==> config.mk <==
export PLATFORM = sky130hd
export DESIGN_NAME = br_split
export DESIGN_NICKNAME = d
export VERILOG_FILES = /design/src/rtl/br_pkg.sv /design/src/rtl/br_fifo2.sv /design/src/rtl/br_split.sv
export SDC_FILE = /design/constraint.sdc
export NUM_CORES = 1
export LEC_CHECK = 0
export CORE_MARGIN = 1.5
export CORE_UTILIZATION = 25
export DETAILED_ROUTE_END_ITERATION = 7
export SYNTH_ARGS = -nofsm -noshare
export SYNTH_HDL_FRONTEND = slang
export SYNTH_HIERARCHICAL = 1
export SYNTH_SLANG_ARGS = --single-unit
==> constraint.sdc <==
create_clock -name clk -period 9.32 [get_ports clk]
set_clock_uncertainty 0.1 [all_clocks]
set_input_delay 1.398 -clock clk [delete_from_list [all_inputs] [get_ports clk]]
set_output_delay 1.398 -clock clk [all_outputs]
set_load 0.02 [all_outputs]
==> src/rtl/br_pkg.sv <==
// Shared definitions for the branch splitter: packet field widths, packed
// packet layout (field offsets), FIFO sizing, and pack/route helpers.
// Packet layout, MSB to LSB: lr | node | gen | opr | uni_opr | mem_wen.
package br_pkg;

  localparam int LR_W   = 1;
  localparam int NODE_W = 16;
  localparam int GEN_W  = 12;
  localparam int OPR_W  = 32;
  localparam int UNI_W  = 1;
  localparam int WEN_W  = 2;

  localparam int PKT_W      = 64;
  localparam int FIFO_DEPTH = 2;
  localparam int PTR_W      = 1;
  localparam int OCC_W      = 2;

  // Field offsets inside the 64-bit packet word.
  localparam int WEN_LSB  = 0;
  localparam int UNI_LSB  = WEN_LSB + WEN_W;    // 2
  localparam int OPR_LSB  = UNI_LSB + UNI_W;    // 3
  localparam int GEN_LSB  = OPR_LSB + OPR_W;    // 35
  localparam int NODE_LSB = GEN_LSB + GEN_W;    // 47
  localparam int LR_LSB   = NODE_LSB + NODE_W;  // 63

  typedef logic [PKT_W-1:0] pkt_t;

  function automatic pkt_t br_pack(input logic              lr,
                                   input logic [NODE_W-1:0] node,
                                   input logic [GEN_W-1:0]  gen,
                                   input logic [OPR_W-1:0]  opr,
                                   input logic              uni,
                                   input logic [WEN_W-1:0]  wen);
    pkt_t p;
    p = '0;
    p[LR_LSB   +: LR_W]   = lr;
    p[NODE_LSB +: NODE_W] = node;
    p[GEN_LSB  +: GEN_W]  = gen;
    p[OPR_LSB  +: OPR_W]  = opr;
    p[UNI_LSB  +: UNI_W]  = uni;
    p[WEN_LSB  +: WEN_W]  = wen;
    return p;
  endfunction

  // Memory writes always leave via the ICN, as does any packet whose
  // node number names a different processing element.
  function automatic logic br_route_icn(input logic [3:0]        pe_id,
                                        input logic [NODE_W-1:0] node,
                                        input logic [WEN_W-1:0]  wen);
    return (wen != '0) || (node[NODE_W-1 -: 4] != pe_id);
  endfunction

endpackage

==> src/rtl/br_fifo2.sv <==
// Two-entry packet FIFO with registered occupancy and full/empty flags.
// Latency: a word written at edge N is at the head after edge N.
// Backpressure: writes refused while full (even with a same-cycle read).
// Ports: clk, rst | i_wr_vld, i_wr_dat, o_full | i_rd_rdy, o_rd_dat, o_empty
module br_fifo2
  import br_pkg::*;
(
  input  logic             clk,
  input  logic             rst,
  input  logic             i_wr_vld,
  input  logic [PKT_W-1:0] i_wr_dat,
  output logic             o_full,
  input  logic             i_rd_rdy,
  output logic [PKT_W-1:0] o_rd_dat,
  output logic             o_empty
);

  logic [PKT_W-1:0] r_mem [FIFO_DEPTH];
  logic [PTR_W-1:0] r_wptr;
  logic [PTR_W-1:0] r_rptr;
  logic [OCC_W-1:0] r_occ;

  logic w_wr_en;
  logic w_rd_en;

  // Flags decode registered occupancy only, so the upstream ack never
  // depends on a downstream ack in the same cycle.
  assign o_full   = (r_occ == OCC_W'(FIFO_DEPTH));
  assign o_empty  = (r_occ == '0);
  assign w_wr_en  = i_wr_vld & ~o_full;
  assign w_rd_en  = i_rd_rdy & ~o_empty;
  assign o_rd_dat = r_mem[r_rptr];

  always_ff @(posedge clk or posedge rst) begin
    if (rst) begin
      for (int i = 0; i < FIFO_DEPTH; i++) r_mem[i] <= '0;
      r_wptr <= '0;
      r_rptr <= '0;
      r_occ  <= '0;
    end else begin
      if (w_wr_en) begin
        r_mem[r_wptr] <= i_wr_dat;
        r_wptr        <= r_wptr + 1'b1;
      end
      if (w_rd_en) r_rptr <= r_rptr + 1'b1;
      case ({w_wr_en, w_rd_en})
        2'b10:   r_occ <= r_occ + 1'b1;
        2'b01:   r_occ <= r_occ - 1'b1;
        default: r_occ <= r_occ;
      endcase
    end
  end

endmodule

==> src/rtl/br_split.sv <==
// Routes each incoming packet to the local switch or ICN path, each behind its own 2-entry FIFO.
// Latency: 1 cycle from upstream accept to downstream send.
// Backpressure: upstream ack = not-full of the FIFO the current packet routes to.
// Ports: clk, rst | upstream fields *_i_brs, nInterC_S_i_brs, nInterC_A_o_brs
//        | switch *_o_brs_sw + S/A | ICN *_o_brs_icn + S/A
// Option: BR_SPLIT_STAT_EN adds cnt_sw_o_brs / cnt_icn_o_brs delivery counters.
module br_split
  import br_pkg::*;
#(
  parameter logic [3:0] PE_ID = 4'h0
) (
  input  logic              clk,
  input  logic              rst,
`ifdef BR_SPLIT_STAT_EN
  output logic [15:0]       cnt_sw_o_brs,
  output logic [15:0]       cnt_icn_o_brs,
`endif
  input  logic              lr_i_brs,
  input  logic [NODE_W-1:0] node_i_brs,
  input  logic [GEN_W-1:0]  gen_i_brs,
  input  logic [OPR_W-1:0]  opr_i_brs,
  input  logic              uni_opr_i_brs,
  input  logic [WEN_W-1:0]  mem_wen_i_brs,
  input  logic              nInterC_S_i_brs,
  output logic              nInterC_A_o_brs,
  output logic              lr_o_brs_sw,
  output logic [NODE_W-1:0] node_o_brs_sw,
  output logic [GEN_W-1:0]  gen_o_brs_sw,
  output logic [OPR_W-1:0]  opr_o_brs_sw,
  output logic              uni_opr_o_brs_sw,
  output logic [WEN_W-1:0]  mem_wen_o_brs_sw,
  output logic              nInterC_S_o_brs_sw,
  input  logic              nInterC_A_i_brs_sw,
  output logic              lr_o_brs_icn,
  output logic [NODE_W-1:0] node_o_brs_icn,
  output logic [GEN_W-1:0]  gen_o_brs_icn,
  output logic [OPR_W-1:0]  opr_o_brs_icn,
  output logic              uni_opr_o_brs_icn,
  output logic [WEN_W-1:0]  mem_wen_o_brs_icn,
  output logic              nInterC_S_o_brs_icn,
  input  logic              nInterC_A_i_brs_icn
);

  logic       w_route_icn;
  logic       w_accept;
  logic       w_sw_full, w_sw_empty, w_icn_full, w_icn_empty;
  pkt_t       w_pkt_in, w_sw_dat, w_icn_dat;

  assign w_pkt_in    = br_pack(lr_i_brs, node_i_brs, gen_i_brs, opr_i_brs,
                               uni_opr_i_brs, mem_wen_i_brs);
  assign w_route_icn = br_route_icn(PE_ID, node_i_brs, mem_wen_i_brs);

  // Held low during reset: the FIFOs read empty then, which would
  // otherwise advertise space.
  assign nInterC_A_o_brs = ~rst & (w_route_icn ? ~w_icn_full : ~w_sw_full);
  assign w_accept        = nInterC_S_i_brs & nInterC_A_o_brs;

  br_fifo2 u_fifo_sw (
    .clk      (clk),
    .rst      (rst),
    .i_wr_vld (w_accept & ~w_route_icn),
    .i_wr_dat (w_pkt_in),
    .o_full   (w_sw_full),
    .i_rd_rdy (nInterC_A_i_brs_sw),
    .o_rd_dat (w_sw_dat),
    .o_empty  (w_sw_empty)
  );

  br_fifo2 u_fifo_icn (
    .clk      (clk),
    .rst      (rst),
    .i_wr_vld (w_accept & w_route_icn),
    .i_wr_dat (w_pkt_in),
    .o_full   (w_icn_full),
    .i_rd_rdy (nInterC_A_i_brs_icn),
    .o_rd_dat (w_icn_dat),
    .o_empty  (w_icn_empty)
  );

  assign nInterC_S_o_brs_sw  = ~w_sw_empty;
  assign nInterC_S_o_brs_icn = ~w_icn_empty;

  assign lr_o_brs_sw       = w_sw_dat[LR_LSB   +: LR_W];
  assign node_o_brs_sw     = w_sw_dat[NODE_LSB +: NODE_W];
  assign gen_o_brs_sw      = w_sw_dat[GEN_LSB  +: GEN_W];
  assign opr_o_brs_sw      = w_sw_dat[OPR_LSB  +: OPR_W];
  assign uni_opr_o_brs_sw  = w_sw_dat[UNI_LSB  +: UNI_W];
  assign mem_wen_o_brs_sw  = w_sw_dat[WEN_LSB  +: WEN_W];

  assign lr_o_brs_icn      = w_icn_dat[LR_LSB   +: LR_W];
  assign node_o_brs_icn    = w_icn_dat[NODE_LSB +: NODE_W];
  assign gen_o_brs_icn     = w_icn_dat[GEN_LSB  +: GEN_W];
  assign opr_o_brs_icn     = w_icn_dat[OPR_LSB  +: OPR_W];
  assign uni_opr_o_brs_icn = w_icn_dat[UNI_LSB  +: UNI_W];
  assign mem_wen_o_brs_icn = w_icn_dat[WEN_LSB  +: WEN_W];

`ifdef BR_SPLIT_STAT_EN
  logic [15:0] r_cnt_sw, r_cnt_icn;

  // Counts completed downstream handshakes; wraps naturally at 16 bits.
  always_ff @(posedge clk or posedge rst) begin
    if (rst) begin
      r_cnt_sw  <= '0;
      r_cnt_icn <= '0;
    end else begin
      if (nInterC_S_o_brs_sw & nInterC_A_i_brs_sw)   r_cnt_sw  <= r_cnt_sw + 16'd1;
      if (nInterC_S_o_brs_icn & nInterC_A_i_brs_icn) r_cnt_icn <= r_cnt_icn + 16'd1;
    end
  end

  assign cnt_sw_o_brs  = r_cnt_sw;
  assign cnt_icn_o_brs = r_cnt_icn;
`endif

endmodule

# == Word level (Yosys, flattened, before mapping) ==
# Index checks and enable logic that the tools add are counted.
# totals
inputBits,69
out_inout_bits,131
ff_bits,264
elab_cells,72
# classes
bitwise_logic,18
reduce_logical,9
addsub,8
n_eq_ne,6
magnitude_cmp,6
mux,15
# ops
operator,count
$mux W64,8
$bwmux W128,2
$demux W64 S1,2
$and A1 B1 Y1,8
$eq A2 B2 Y1 const B,4
$ge A2 B2 Y1 const B,4
$not A1 Y2,4
$pmux W2 S2,2
$not A1 Y1,6
$reduce_bool A2 Y1,3
$add A1 B1 Y1 const B,4
$add A2 B1 Y2 const B,2
$eq A2 B1 Y1 const B,2
$logic_not A2 Y1,2
$lt A2 B1 Y1 const B,2
$reduce_bool A4 Y1,1
$sub A2 B1 Y2 const B,2
$logic_and A1 B1 Y1,2
$logic_or A1 B1 Y1,1
$mux W1,1

# == Logic depth before layout (Yosys ltp) ==
# depth
depth_word,9
mapped_depth,8
depth_no_buf,8

# == Modules after synthesis ==
# The synthesis kept the hierarchy.
# by_module_without_submodules
mod,seq_area_each_um2,n_inst,area_per_inst_um2,cells_per_inst
br_fifo2,3303.2,2,6334.8,360
br_split,0.0,1,65.1,9

# == Least setup slack after synthesis ==
# No wires, ideal clock.
# synth_timing
path_type,input -> output
startpoint,in mem_wen_i_brs[1]
endpoint,out nInterC_A_o_brs
t_arrival_ns,2.515
stages,3
path_slack_ns,5.307
cell_sequence,or4_1 -> nor3_2 -> mux2_1
# synth_between
elab_chain_cells,4
# synth_lines
element,line,text
"start, declared",br_split.sv:23,"input logic [WEN_W-1:0] mem_wen_i_brs,"
$reduce_bool A2 Y1,br_pkg.sv:50,return (wen != '0) || (node[NODE_W-1 -: 4] != pe_id);
$logic_or A1 B1 Y1,br_pkg.sv:50,
$mux W1,br_split.sv:55,assign nInterC_A_o_brs = ~rst & (w_route_icn ? ~w_icn_full : ~w_sw_full);
$and A1 B1 Y1,br_split.sv:55,
"end, declared",br_split.sv:25,"output logic nInterC_A_o_brs,"
# No other way between the ends.

# == Worst setup path in the final report ==
# Ends and elaborated chain as after synthesis.

==> results.md <==
- Non-Filler Instances: about 1,600
- Synth warn: 6
- Syn Nets: 800
- Post-CTS sizing: 0
- Max_cap viols: 0
- Vias per cell: around 4.1
- Setup bufs post-CTS: 0
- Hold Crit Class: reg2reg
- PD cells: 312.5 mW/mm^2
- Clock sink total: approximately 260
- Total leakage power: about 7.5 nW
- First drt pass iteration count: 4
- Clock transition at path regs: roughly 60 ps
- Design area: between 0.015 and 0.02 sq mm
- Worst-Margin Slew: 1112 ps
- Fraction of layout cells with a size suffix above 1: a little under half
- H-tree depth: 1
- Final Setup Violations: 0
- Footprint of the multi-input gates: about 0.0055 sq mm
- Via count: approximately 6,700
- Routability cong.: slightly below 0.7
- Die area: roughly 0.052 sq mm
- Top post-synthesis cells by count: dfrtp_1, mux2_4, mux2_2
- Tot Pwr: around 5 mW
- Setup total negative slack: 0 ps
- #FFs+latches synth: 264
- # IOs: 200
- RSZ-0062 raised after global routing: false
- # DRC: 0
- Tmin final: about 5300 ps
- CP endpoint kind: output port
- Port Buffers: 199
- Reg-to-reg slack, setup: between 6000 and 7000 ps
- Synth area leaders: dfrtp_1, mux2_4, mux2_2, buf_12, buf_2
- WS Path Type: in2out
- WP data required: just under 8000 ps
- CP startpoint kind: primary input
- Yosys top cell area share: 51.88%
- CTS tree: yes
- Most common cell in the netlist: dfrtp_1
- Clock root buffer: clkbuf_16
- Number of global-route vias before repair: between 7,000 and 8,000
- Worst vdd ir: roughly 150 uV
- Max Clk Rate: between 0.15 and 0.2 GHz
- Latest clock arrival within the worst-skew pair: around 560 ps
- Nets: around 1,000
- Syn-to-layout area delta: 26.98%
- Dpl cells: roughly 1,600
- Crit path DAT: ~3800 ps
- Register area share after synthesis: between 50% and 60%
- Die width: 228.7 um
- Crit share post-route: around 57%
- Sequential Area: 0.006614 sq mm
- Largest net degree at the start of global routing: 90
- DP HPWL: 18,240 um
- Tot GR Track Use: a little under an eighth
- Initial antenna violation count: 1
- Most used DFF post-synth: dfrtp_1
- Status: finished, final reports clean
- Core ar.: about 0.05 sq mm
- Post-synth top area cell: dfrtp_1
- Post-synthesis cell type count: 22
- CTS Buffer Depth: 3
- Die height: 228.7 um
- Hold Buf Count CTS: 0
- CTS buffer count: 31
- Starting Density: 25.38%
- Final ANT Viol Nets: 0
- Final hold violation count: 0
- Post-Synthesis Cell Area: between 0.01 and 0.015 sq mm
- Pre-CTS WS: between 4000 and 5000 ps
- Fill cells: 4,884
- Syn Area/Cell: 17.47 sq um
- Iteration-0 DRC count of the detailed router: around 280
- Max-slew violation count: 0
- First-pass GRT wire length: approximately 47,000 um
- Max-slew headroom: between 20% and 30%
- Synth Instances: 729
- Placed inst area: between 0.015 and 0.02 sq mm
- Final worst slack: 4034 ps
- FFs w/ async S/R, synth: 100.0%
- Total grt overflow: 0
- Post-synth EDFFs: 0
- Worst Path Max Fanout: 5
- DRT Wirelength: ~30,000 um
- DR WL/cell: ~18 um
- Diode count: 0
- Row cnt: 82
[cells in the final DEF, fill, tap and decap left out, types with 2 or more instances in the layout]
master and instances:
clkbuf_1 5, nand3b_1 2, nand2b_4 2, nor2b_1 2
and3_4 2, clkinv_4 3, clkinvlp_4 3, dfrtp_1 262
mux2_2 144, clkdlybuf4s50_1 199, ha_1 2, xor2_1 4
clkinv_2 4, bufinv_16 7, nand2_1 2, buf_4 9
dfrtp_4 2, clkbuf_16 31, mux2_4 240, clkbuf_8 4
inv_6 2, inv_1 4, xnor2_1 6, nor2_1 6
[cell families after synthesis]
logic type                 count (synthesis)  share of synthesized area (%)
muxes                                    385                          41.12
DFF                                      264                          51.88
buffers and inverters                     48                          4.972
and+or+nand+nor                           20                          1.150
xor gates and xnor gates                  10                         0.6877
adders and majority gates                  2                         0.1965
[registers in the layout, indices dropped and copies added, names as in the netlist]
name and flops:
u_fifo_sw/r_mem 128, u_fifo_sw/r_rptr 1, u_fifo_sw/r_occ 2, u_fifo_icn/r_mem 128, u_fifo_icn/r_wptr 1, u_fifo_icn/r_rptr 1, u_fifo_sw/r_wptr 1, u_fifo_icn/r_occ 2
[power by group]
| group | total (mW) | internal [mW] | switching [mW] |
|---|---|---|---|
| logic | 1.96 | 1.18 | 0.781 |
| clock network | 1.33 | 0.835 | 0.494 |
| registers | 1.76 | 1.49 | 0.277 |
[final timing paths]
check                                     start                    end  depth (start not counted)
min                        u_fifo_sw/r_mem[124]   u_fifo_sw/r_mem[124]                          1
max                            mem_wen_i_brs[1]        nInterC_A_o_brs                          5
min reg2reg                u_fifo_sw/r_mem[124]   u_fifo_sw/r_mem[124]                          1
max reg2reg                 u_fifo_icn/r_occ[0]   u_fifo_icn/r_mem[45]                          6
max in group asynchronous                   rst  u_fifo_icn/r_mem[110]                          3
min in group asynchronous                   rst   u_fifo_icn/r_mem[20]                          2
[layer usage]
metal	vias to the layer above	wire, um	part of all wire, %	GRT usage, %
li1	3001	-	-	-
met1	3497	14220	47	15.99
met2	142	13550	45	17.83
met3	35	1645	5.5	2.794
met4	2	526	1.8	2.897
met5	-	13	0.043	0
[critical path, stage by stage]
cell,delay (ps)
clkdlybuf4s50_1,510
or4_1,580
nor3_2,310
mux2_1,380
clkdlybuf4s50_1,610
[layout make-up]
type                    instances  area share (%)
clock inverters                17           1.725
clock buffers                  40           5.254
flip-flops and latches        264           40.90
well taps                     672           5.200
repair buffers                208           12.74
inverters                       6          0.2012
multi-input cells             417           33.98
[through the flow]
step	utilization, %	hold WS [ps]
final	32.23	399.9
after detailed placement	29.98	387.1
after global placement	29.98	375.8
after global routing	32.23	411.8
after floorplan	-	359.3
after CTS	32.23	399.2
Note: power is estimated with default switching activity, not from simulation.
